File: src/rtl/operand_fetch_ctrl_pkg.sv
// Shared definitions for the memory-to-memory transfer path: FSM state
// encodings and default word/address widths.
package operand_fetch_ctrl_pkg;

    localparam int DATA_W_DEF = 8;
    localparam int ADDR_W_DEF = 4;

    typedef enum logic [2:0] {
        ST_IDLE    = 3'd0,
        ST_RD1     = 3'd1,
        ST_RD2     = 3'd2,
        ST_CAP     = 3'd3,
        ST_PRESENT = 3'd4,
        ST_DONE    = 3'd5
    } state_t;

endpackage

File: src/rtl/operand_fetch_ctrl_pair_addr_gen.sv
// Address walker for operand fetch: loads the base address and pair count,
// then advances two words per accepted pair and flags the final pair.
module operand_fetch_ctrl_pair_addr_gen #(
    parameter int ADDR_W = 4
) (
    input  logic              clk,
    input  logic              rst_n,
    input  logic              load,
    input  logic              step,
    input  logic [ADDR_W-1:0] base,
    input  logic [ADDR_W-1:0] num,
    output logic [ADDR_W-1:0] addr,
    output logic              last_pair
);

    logic [ADDR_W-1:0] remaining;

    // Address wraps naturally at 2**ADDR_W.
    always_ff @(posedge clk) begin
        if (!rst_n) begin
            addr      <= '0;
            remaining <= '0;
        end else if (load) begin
            addr      <= base;
            remaining <= num;
        end else if (step) begin
            addr      <= addr + ADDR_W'(2);
            remaining <= remaining - ADDR_W'(1);
        end
    end

    assign last_pair = (remaining == ADDR_W'(1));

endmodule

File: src/rtl/operand_fetch_ctrl.sv
// Operand fetch controller: reads DOut1/DOut2 pairs from a 1-cycle-latency RAM
// and presents them over valid/ready. Optional PAIR_COUNT_EN adds pair_cnt.
//
// state   | meaning
// IDLE    | waiting for start; base/num latched on start
// RD1     | read DOut1 word at A
// RD2     | read DOut2 word at A+1; capture DOut1
// CAP     | capture DOut2
// PRESENT | op_valid high until op_ready; then A+=2
// DONE    | one-cycle done pulse
module operand_fetch_ctrl
    import operand_fetch_ctrl_pkg::*;
#(
    parameter int DATA_W = DATA_W_DEF,
    parameter int ADDR_W = ADDR_W_DEF
) (
    input  logic              clk,
    input  logic              rst_n,
    input  logic              start,
    input  logic [ADDR_W-1:0] base_addr,
    input  logic [ADDR_W-1:0] num_pairs,
    output logic [ADDR_W-1:0] mem_addr,
    output logic              mem_rd_en,
    input  logic [DATA_W-1:0] mem_rdata,
    output logic [DATA_W-1:0] DOut1,
    output logic [DATA_W-1:0] DOut2,
    output logic              op_valid,
    input  logic              op_ready,
    output logic              busy,
    output logic              done
`ifdef PAIR_COUNT_EN
    ,
    output logic [ADDR_W-1:0] pair_cnt
`endif
);

    state_t            state;
    state_t            state_next;
    logic [ADDR_W-1:0] cur_addr;
    logic              last_pair;
    logic              load;
    logic              step;
    logic              cap1;
    logic              cap2;

    operand_fetch_ctrl_pair_addr_gen #(
        .ADDR_W(ADDR_W)
    ) u_pair_addr_gen (
        .clk      (clk),
        .rst_n    (rst_n),
        .load     (load),
        .step     (step),
        .base     (base_addr),
        .num      (num_pairs),
        .addr     (cur_addr),
        .last_pair(last_pair)
    );

    always_ff @(posedge clk) begin
        if (!rst_n) begin
            state <= ST_IDLE;
        end else begin
            state <= state_next;
        end
    end

    // Visible outputs depend on state only; op_ready just steers next state.
    always_comb begin
        state_next = state;
        mem_addr   = '0;
        mem_rd_en  = 1'b0;
        op_valid   = 1'b0;
        busy       = 1'b0;
        done       = 1'b0;
        load       = 1'b0;
        step       = 1'b0;
        cap1       = 1'b0;
        cap2       = 1'b0;
        case (state)
            ST_IDLE: begin
                if (start) begin
                    load       = 1'b1;
                    state_next = (num_pairs == '0) ? ST_DONE : ST_RD1;
                end
            end
            ST_RD1: begin
                busy       = 1'b1;
                mem_rd_en  = 1'b1;
                mem_addr   = cur_addr;
                state_next = ST_RD2;
            end
            ST_RD2: begin
                busy       = 1'b1;
                mem_rd_en  = 1'b1;
                mem_addr   = cur_addr + ADDR_W'(1);
                cap1       = 1'b1;
                state_next = ST_CAP;
            end
            ST_CAP: begin
                busy       = 1'b1;
                cap2       = 1'b1;
                state_next = ST_PRESENT;
            end
            ST_PRESENT: begin
                busy     = 1'b1;
                op_valid = 1'b1;
                if (op_ready) begin
                    step       = 1'b1;
                    state_next = last_pair ? ST_DONE : ST_RD1;
                end
            end
            ST_DONE: begin
                busy       = 1'b1;
                done       = 1'b1;
                state_next = ST_IDLE;
            end
            default: begin
                state_next = ST_IDLE;
            end
        endcase
    end

    always_ff @(posedge clk) begin
        if (!rst_n) begin
            DOut1 <= '0;
            DOut2 <= '0;
        end else begin
            if (cap1) DOut1 <= mem_rdata;
            if (cap2) DOut2 <= mem_rdata;
        end
    end

`ifdef PAIR_COUNT_EN
    always_ff @(posedge clk) begin
        if (!rst_n) begin
            pair_cnt <= '0;
        end else if (load) begin
            pair_cnt <= '0;
        end else if (step) begin
            pair_cnt <= pair_cnt + ADDR_W'(1);
        end
    end
`endif

endmodule
File: config.mk
export PLATFORM = sky130hd
export DESIGN_NAME = operand_fetch_ctrl
export DESIGN_NICKNAME = d
export VERILOG_FILES = /design/src/rtl/operand_fetch_ctrl_pkg.sv /design/src/rtl/operand_fetch_ctrl_pair_addr_gen.sv /design/src/rtl/operand_fetch_ctrl.sv
export SDC_FILE = /design/constraint.sdc
export NUM_CORES = 1
export LEC_CHECK = 0
export CAP_MARGIN = 20
export CORE_MARGIN = 3
export CORE_UTILIZATION = 45
export CTS_CLUSTER_SIZE = 24
export DETAILED_ROUTE_END_ITERATION = 10
export GPL_ROUTABILITY_DRIVEN = 0
export PLACE_DENSITY = 0.9
export SETUP_SLACK_MARGIN = 0.1
export SLEW_MARGIN = 20
export SYNTH_ARGS = -nofsm -noshare
export SYNTH_HDL_FRONTEND = slang
export SYNTH_HIERARCHICAL = 1
export SYNTH_SLANG_ARGS = --single-unit
File: constraint.sdc
create_clock -name clk -period 1.6 [get_ports clk]
set_input_delay 0.32 -clock clk [delete_from_list [all_inputs] [get_ports clk]]
set_output_delay 0.32 -clock clk [all_outputs]
set_load 0.005 [all_outputs]
==> run summary, run 1 <==
## Setup path
• **start point of the critical path** state[0]
• **CP endpoint kind** flip-flop
• **worst setup path endpoint** u_pair_addr_gen/remaining[3]
• **arrival time at the worst endpoint** 1.92 ns
• **reg-to-reg slack, setup** -0.11 ns
• **family of cells with the greatest summed delay on the critical path** simple AND/OR/NAND/NOR gates
• **capture point of the worst reg-to-reg path** u_pair_addr_gen/remaining[3]
• **Reg2Reg Launch Point** state[0]
• **Critical Setup Path Class** reg2reg
• **logic depth of the worst path, buffers included** 7
• **number of buffers and inverters on the critical path** 2
• **number of cells traversed by the worst register-to-register path** 7
• **sequence of cells on the critical path** buf_6 -> buf_6 -> nor3_4 -> and2_4 -> nor4b_4 -> xnor2_1 -> a21oi_1
• **CP Data Required Time** 1.81 ns
• **Slowest cell on crit path** dfxtp_2
• **crit path max fanout** 5
• **maximum single-stage delay on the critical path** 0.37 ns
• **most prevalent standard cell on the critical path** buf_6
• **crit path launch type** flip-flop

## Synthesis
• **Post-synth EDFFs** 0
• **Synthesis Warnings** 6
• **netlist area before placement** 1310 um2
• **async set-or-reset flop fraction in the synthesized netlist** 0
• **part of the Yosys area used for sequential elements** 0.412
• **flip-flop and latch count after synthesis** 27
• **synthesized area per cell** 9.37 um2
• **number of standard cells after synthesis** 140
• **count of different cell masters after synthesis** 34
• **ys flop type** dfxtp_1
• **Syn Nets** 164

## CTS
• **TritonCTS clock tree** done
• **clock input transition at the sequential cells of the worst setup and hold paths** 0.17 ns
• **clock root cell** clkbuf_4
• **CTS buffer count** 3
• **hold_buf cts** 0
• **clk_lat worst skew** 0.34 ns
• **buffers from clock root to sink, at most** 2
• **sinks on the clock net** 27
• **H-tree Lvls** 1

## Routing
• **Vias/cell** 5.45
• **number of DRC markers in iteration 0** 70
• **number of vias after detailed routing** 1351
• **Total Wirelength** 4610 um
• **final routed DRC violation total** 0
• **average wire per cell in the routed design** 18.6 um
• **remaining antenna violation count** 0
• **DRT Pass-1 Iters** 4

## Outcome
• **outcome** complete, but fails checks
• **violated checks** setup timing

## Worst hold path
• **worst min path class** reg2reg

## Flow run
• **max-cap viol count** 0

## STA
• **number of endpoints with negative hold slack in the final report** 0
• **final critical-path share of the clock period** 1.07
• **Highest Clock Rate** 586 MHz
• **setup violators final** 12
• **Fin Clk Skew** 0.0189 ns
• **worst relative slew slack** 0.837
• **actual transition at the worst max-transition pin** 0.244 ns
• **setup repair after global routing missed its margin** true
• **crit path time final** 1.71 ns
• **final number of max-transition violations** 0
• **final setup margin** -0.106 ns

## Finish
• **utilization of the core after routing** 0.866
• **share of post-route cells with drive strength above 1** 0.459
• **highest-count cells in the layout ignoring fill and taps** 24 x buf_4, 19 x dfxtp_2, 19 x mux2i_1, 19 x nor2_1, 19 x clkdlybuf4s50_1
• **non-filler instance count after layout** 248
• **Net count, final** 243
• **filler instances** 128
• **area growth from synthesis to final layout** 72.5%
• **number of antenna repair diodes** 0
• **most common cell after layout, fill and taps aside** buf_4

## Global route
• **global-route wire length before repair** 6350 um
• **combined global-route utilization of all metal layers** 0.242
• **largest net degree at the start of global routing** 18
• **Remaining Overflow, GRT** 0
• **number of antenna violations at the first check in global routing** 0
• **via count of the first global-routing pass** 1349

## Floorplan
• **DIE AREA** 3600 um2
• **initial core utilization** 0.502
• **# IOs** 44
• **Chip Height** 60.0 um
• **number of placement rows** 18
• **Core Box Area** 2610 um2
• **die outline width** 60.0 um

## Placement
• **number of buffers inserted by port buffering** 43
• **HPWL reported at the end of detailed placement** 2630 um
• **number of cells in the design after placement** 226

## Power
• **Power Total** 0.00155 W
• **leakage power total** 1.03 nW
• **power density over cell area** 684 nW/um2
• **Worst VDD drop** 0.000833 V

[layout make-up]
type,instances,area (um2),share of cell area
multi-input cells,99,871,0.385
flip-flops and latches,27,576,0.254
clock inverters,1,7.51,0.00332
repair buffers,82,723,0.320
inverters,6,25.0,0.0111
clock buffers,3,22.5,0.00996
well taps,30,37.5,0.0166
[synth_stat cells, drive strengths merged (3+ instances only)]
library cell,number,area (um2)
a21oi,4,20.0
buf,7,50.1
xnor2,4,35.0
o21ai,7,35.0
nor2,19,71.3
nand2,8,30.0
nor2b,4,25.0
mux2i,19,190
nor3b,3,22.5
and2,5,31.3
ha,4,50.1
xor2,3,26.3
inv,5,18.8
dfxtp,27,541
[flip-flops by register name, summed over array words and instances, names as in the netlist]
signal                     cells
DOut1                          8
DOut2                          8
u_pair_addr_gen/addr           4
u_pair_addr_gen/remaining      4
state                          3
[worst register-to-register path, cell delays in order (launching register included)]
cell and delay, ns:
dfxtp_2 0.37, buf_6 0.13, buf_6 0.12, nor3_4 0.19, and2_4 0.23, nor4b_4 0.22, xnor2_1 0.18, a21oi_1 0.13
[timing repair]
action | in CTS | in global routing
setup buffers | 12 | 6
pin swaps | 8 | 23
setup endpoints to repair | 33 | 26
gates resized for setup | 94 | 36
[routing by layer]
layer	GRT usage	part of all wire	wire length (um)	vias up
met5	0	0	0	-
met4	0.111	0.052	238	0
met3	0.0302	0.041	189	23
met2	0.466	0.54	2480	57
met1	0.256	0.37	1700	637
li1	-	-	-	634
[worst min-delay path by stage]
| stage | start | depth (start not counted) | end |
|---|---|---|---|
| floorplan | rst_n | 1 | state[1] |
| global placement | DOut1[3] | 2 | DOut1[3] |
| detailed placement | DOut1[6] | 2 | DOut1[6] |
| CTS | DOut2[1] | 2 | DOut2[1] |
| global route | DOut1[4] | 2 | DOut1[4] |
| finish | DOut1[6] | 2 | DOut1[6] |
[stage by stage]
step | area, um2 | setup WS (ns) | hold slack, ns | TNS [ns]
after floorplan | 1320 | 0.163 | 0.442 | 0
after global placement | 1890 | -0.0890 | 0.476 | -0.324
after detailed placement | 1890 | -0.140 | 0.484 | -0.818
after CTS | 2070 | -0.0771 | 0.509 | -0.174
after global routing | 2260 | -0.167 | 0.540 | -1.15
final | 2260 | -0.106 | 0.508 | -0.496
[power breakdown]
part           internal, W  leakage, nW  switching [W]  total [W]
combinational     0.000269        0.789       0.000209   0.000477
clock            0.0000956       0.0139       0.000223   0.000318
sequential        0.000712        0.231      0.0000385   0.000751
total              0.00108         1.03       0.000470    0.00155
[cell families (layout without fill, tap and decap cells)]
family | Yosys count | count (layout) | synth area share
simple gates | 49 | 49 | 0.203
flops | 27 | 27 | 0.412
compound gates | 20 | 20 | 0.0964
mux | 19 | 19 | 0.145
buf+inv | 14 | 92 | 0.0582
xor+xnor | 7 | 7 | 0.0468
fa+ha+maj | 4 | 4 | 0.0382
No activity file was read; power rests on OpenSTA's default activity.
==> run 2: changes to the inputs <==
--- a/config.mk
+++ b/config.mk
@@ -7,11 +7,11 @@
 export LEC_CHECK = 0
 export CAP_MARGIN = 20
 export CORE_MARGIN = 3
-export CORE_UTILIZATION = 45
+export CORE_UTILIZATION = 40
 export CTS_CLUSTER_SIZE = 24
 export DETAILED_ROUTE_END_ITERATION = 10
 export GPL_ROUTABILITY_DRIVEN = 0
-export PLACE_DENSITY = 0.9
+export PLACE_DENSITY = 0.83
 export SETUP_SLACK_MARGIN = 0.1
 export SLEW_MARGIN = 20
 export SYNTH_ARGS = -nofsm -noshare
==> run summary, run 2 (synthesized netlist as in run 1, its figures left out) <==
## Routing
• **final routed DRC violation total** 0, unchanged
• **DRT Pass-1 Iters** 4, unchanged
• **number of vias after detailed routing** 1256, -7.0%
• **remaining antenna violation count** 0, unchanged
• **Vias/cell** 4.93, -9.6%
• **Total Wirelength** 3590 um, -22%
• **number of DRC markers in iteration 0** 49, -30%
• **average wire per cell in the routed design** 14.1 um, -24%

## Setup path
• **arrival time at the worst endpoint** 1.38 ns, -0.54 ns
• **number of buffers and inverters on the critical path** 2, unchanged
• **number of cells traversed by the worst register-to-register path** 6, -1
• **CP Data Required Time** 1.28 ns, -0.53 ns
• **Critical Setup Path Class** reg2out
• **crit path launch type** flip-flop
• **maximum single-stage delay on the critical path** 0.37 ns, about the same
• **CP endpoint kind** output pin
• **logic depth of the worst path, buffers included** 4, -3
• **sequence of cells on the critical path** nor2b_2 -> buf_4 -> a32o_1 -> buf_2
• **crit path max fanout** 5, unchanged
• **family of cells with the greatest summed delay on the critical path** flip-flops
• **reg-to-reg slack, setup** 0.12 ns, +0.23 ns
• **Slowest cell on crit path** dfxtp_2

## Finish
• **number of antenna repair diodes** 0, unchanged
• **non-filler instance count after layout** 255, +2.8%
• **filler instances** 231, +80%
• **most common cell after layout, fill and taps aside** buf_4
• **utilization of the core after routing** 0.690, -0.176
• **area used by multi-input combinational logic** 802 um2, -7.9%
• **highest-count cells in the layout ignoring fill and taps** 24 x buf_4, 20 x dfxtp_2, 19 x mux2i_1, 19 x nor2_1, 19 x clkdlybuf4s50_1
• **final design area excluding fillers** 2120 um2, -6.1%
• **Net count, final** 236, -2.9%
• **share of post-route cells with drive strength above 1** 0.408, -0.0511
• **area growth from synthesis to final layout** 61.9%
• **largest registers** DOut1 x8, DOut2 x8
• **area occupied by registers** 573 um2, -0.43%

## Worst hold path
• **hold path depth** 2, unchanged
• **worst min path class** reg2reg

## Floorplan
• **Chip Height** 63.3 um, +5.5%
• **number of placement rows** 20, +2
• **DIE AREA** 4000 um2, +11%
• **Core Box Area** 3080 um2, +18%
• **# IOs** 44, unchanged
• **die outline width** 63.3 um, +5.5%
• **initial core utilization** 0.426, -0.0759

## CTS
• **clk_lat worst skew** 0.33 ns, about the same
• **buffers from clock root to sink, at most** 2, unchanged
• **clock root cell** clkbuf_4
• **hold_buf cts** 0, unchanged
• **clock input transition at the sequential cells of the worst setup and hold paths** 0.16 ns, about the same
• **CTS buffer count** 3, unchanged
• **sinks on the clock net** 27, unchanged
• **H-tree Lvls** 1, unchanged
• **TritonCTS clock tree** done

## Power
• **Worst VDD drop** 0.000374 V, -55%
• **leakage power total** 0.967 nW, -6.5%
• **power density over cell area** 682 nW/um2, -0.29%

## STA
• **crit path time final** 1.70 ns, -0.00720 ns
• **setup repair after global routing missed its margin** true
• **final critical-path share of the clock period** 1.06, -0.00450
• **Fin Clk Skew** 0.00469 ns, -0.0142 ns
• **number of endpoints with negative hold slack in the final report** 0, unchanged
• **worst relative slew slack** 0.827, -0.0101
• **setup violators final** 5, -7
• **actual transition at the worst max-transition pin** 0.259 ns, +0.0152 ns
• **final setup margin** -0.0990 ns, +0.00720 ns
• **final number of max-transition violations** 0, unchanged
• **Highest Clock Rate** 589 MHz, +0.42%

## Global route
• **number of antenna violations at the first check in global routing** 0, unchanged
• **global-route wire length before repair** 5730 um, -9.8%
• **combined global-route utilization of all metal layers** 0.175, -0.0679
• **Remaining Overflow, GRT** 0, unchanged
• **largest net degree at the start of global routing** 17, -1
• **via count of the first global-routing pass** 1326, -1.7%

## Placement
• **dpl cell area** 1900 um2, +0.13%
• **number of buffers inserted by port buffering** 43, unchanged
• **number of cells in the design after placement** 238, +5.3%
• **HPWL reported at the end of detailed placement** 2510 um, -4.6%

## Outcome
• **outcome** complete, but fails checks
• **violated checks** setup timing

## Flow run
• **max-cap viol count** 0, unchanged

[run 2: changes by cell type in the layout (fill, tap and decap cells not counted), moves of 2 or more]
cell / previous run / this run
xnor2_1: 1 / 4
buf_6: 15 / 8
o21ai_1: 5 / 1
nand2_1: 5 / 7
o21ai_0: 1 / 6
xnor2_2: 3 / 0
[run 2: routing by layer]
metal	global-route usage	share of wire
met1	0.196	0.42
met2	0.335	0.53
met3	0.0446	0.054
met4	0.0243	0
met5	0	0
[run 2: final cells by class]
class | instances | share of cell area
multi-input cells | 99 | 0.378
clock inverters | 1 | 0.00354
flip-flops and latches | 27 | 0.270
repair buffers | 75 | 0.302
clock buffers | 3 | 0.0106
inverters | 6 | 0.0106
well taps | 44 | 0.0259
[run 2: worst reg2reg max path: cells and delay by family, from the launching register on]
kind / cells / cell delay (ns)
AO/OA/AOI/OAI: 1 / 0.14
adder cells (fa/ha/maj): 1 / 0.12
buffers and inverters: 1 / 0.07
flip-flops: 1 / 0.36
AND/OR/NAND/NOR: 3 / 0.73
[run 2: repair_timing]
item	4_1_cts	5_1_grt
pin swaps	11	13
endpoints found under the setup margin	33	16
setup buffers	6	8
gates resized for setup	88	17
[run 2: power breakdown]
group	total, W	internal [W]	switching [W]
clock	0.000310	0.0000956	0.000214
sequential	0.000752	0.000713	0.0000383
combinational	0.000386	0.000224	0.000162
total	0.00145	0.00103	0.000414
[run 2: path summary, 6_finish.rpt]
| kind | endpoint | from |
|---|---|---|
| setup / recovery | mem_addr[3] | state[0] |
| hold / removal | DOut1[3] | DOut1[3] |
| setup reg to reg | state[2] | u_pair_addr_gen/remaining[1] |
| hold reg to reg | DOut1[3] | DOut1[3] |
[run 2: per-stage QoR]
stage / total power, W / TNS (ns) / hold WS [ns] / worst slack [ns]
6_report: 0.00145 / -0.322 / 0.509 / -0.0990
2_1_floorplan: 0.000906 / 0 / 0.442 / 0.163
4_1_cts: 0.00141 / -0.234 / 0.504 / -0.0954
5_1_grt: 0.00152 / -0.730 / 0.538 / -0.161
3_5_place_dp: 0.00108 / -0.930 / 0.485 / -0.154
3_3_place_gp: 0.00107 / -0.468 / 0.477 / -0.0973
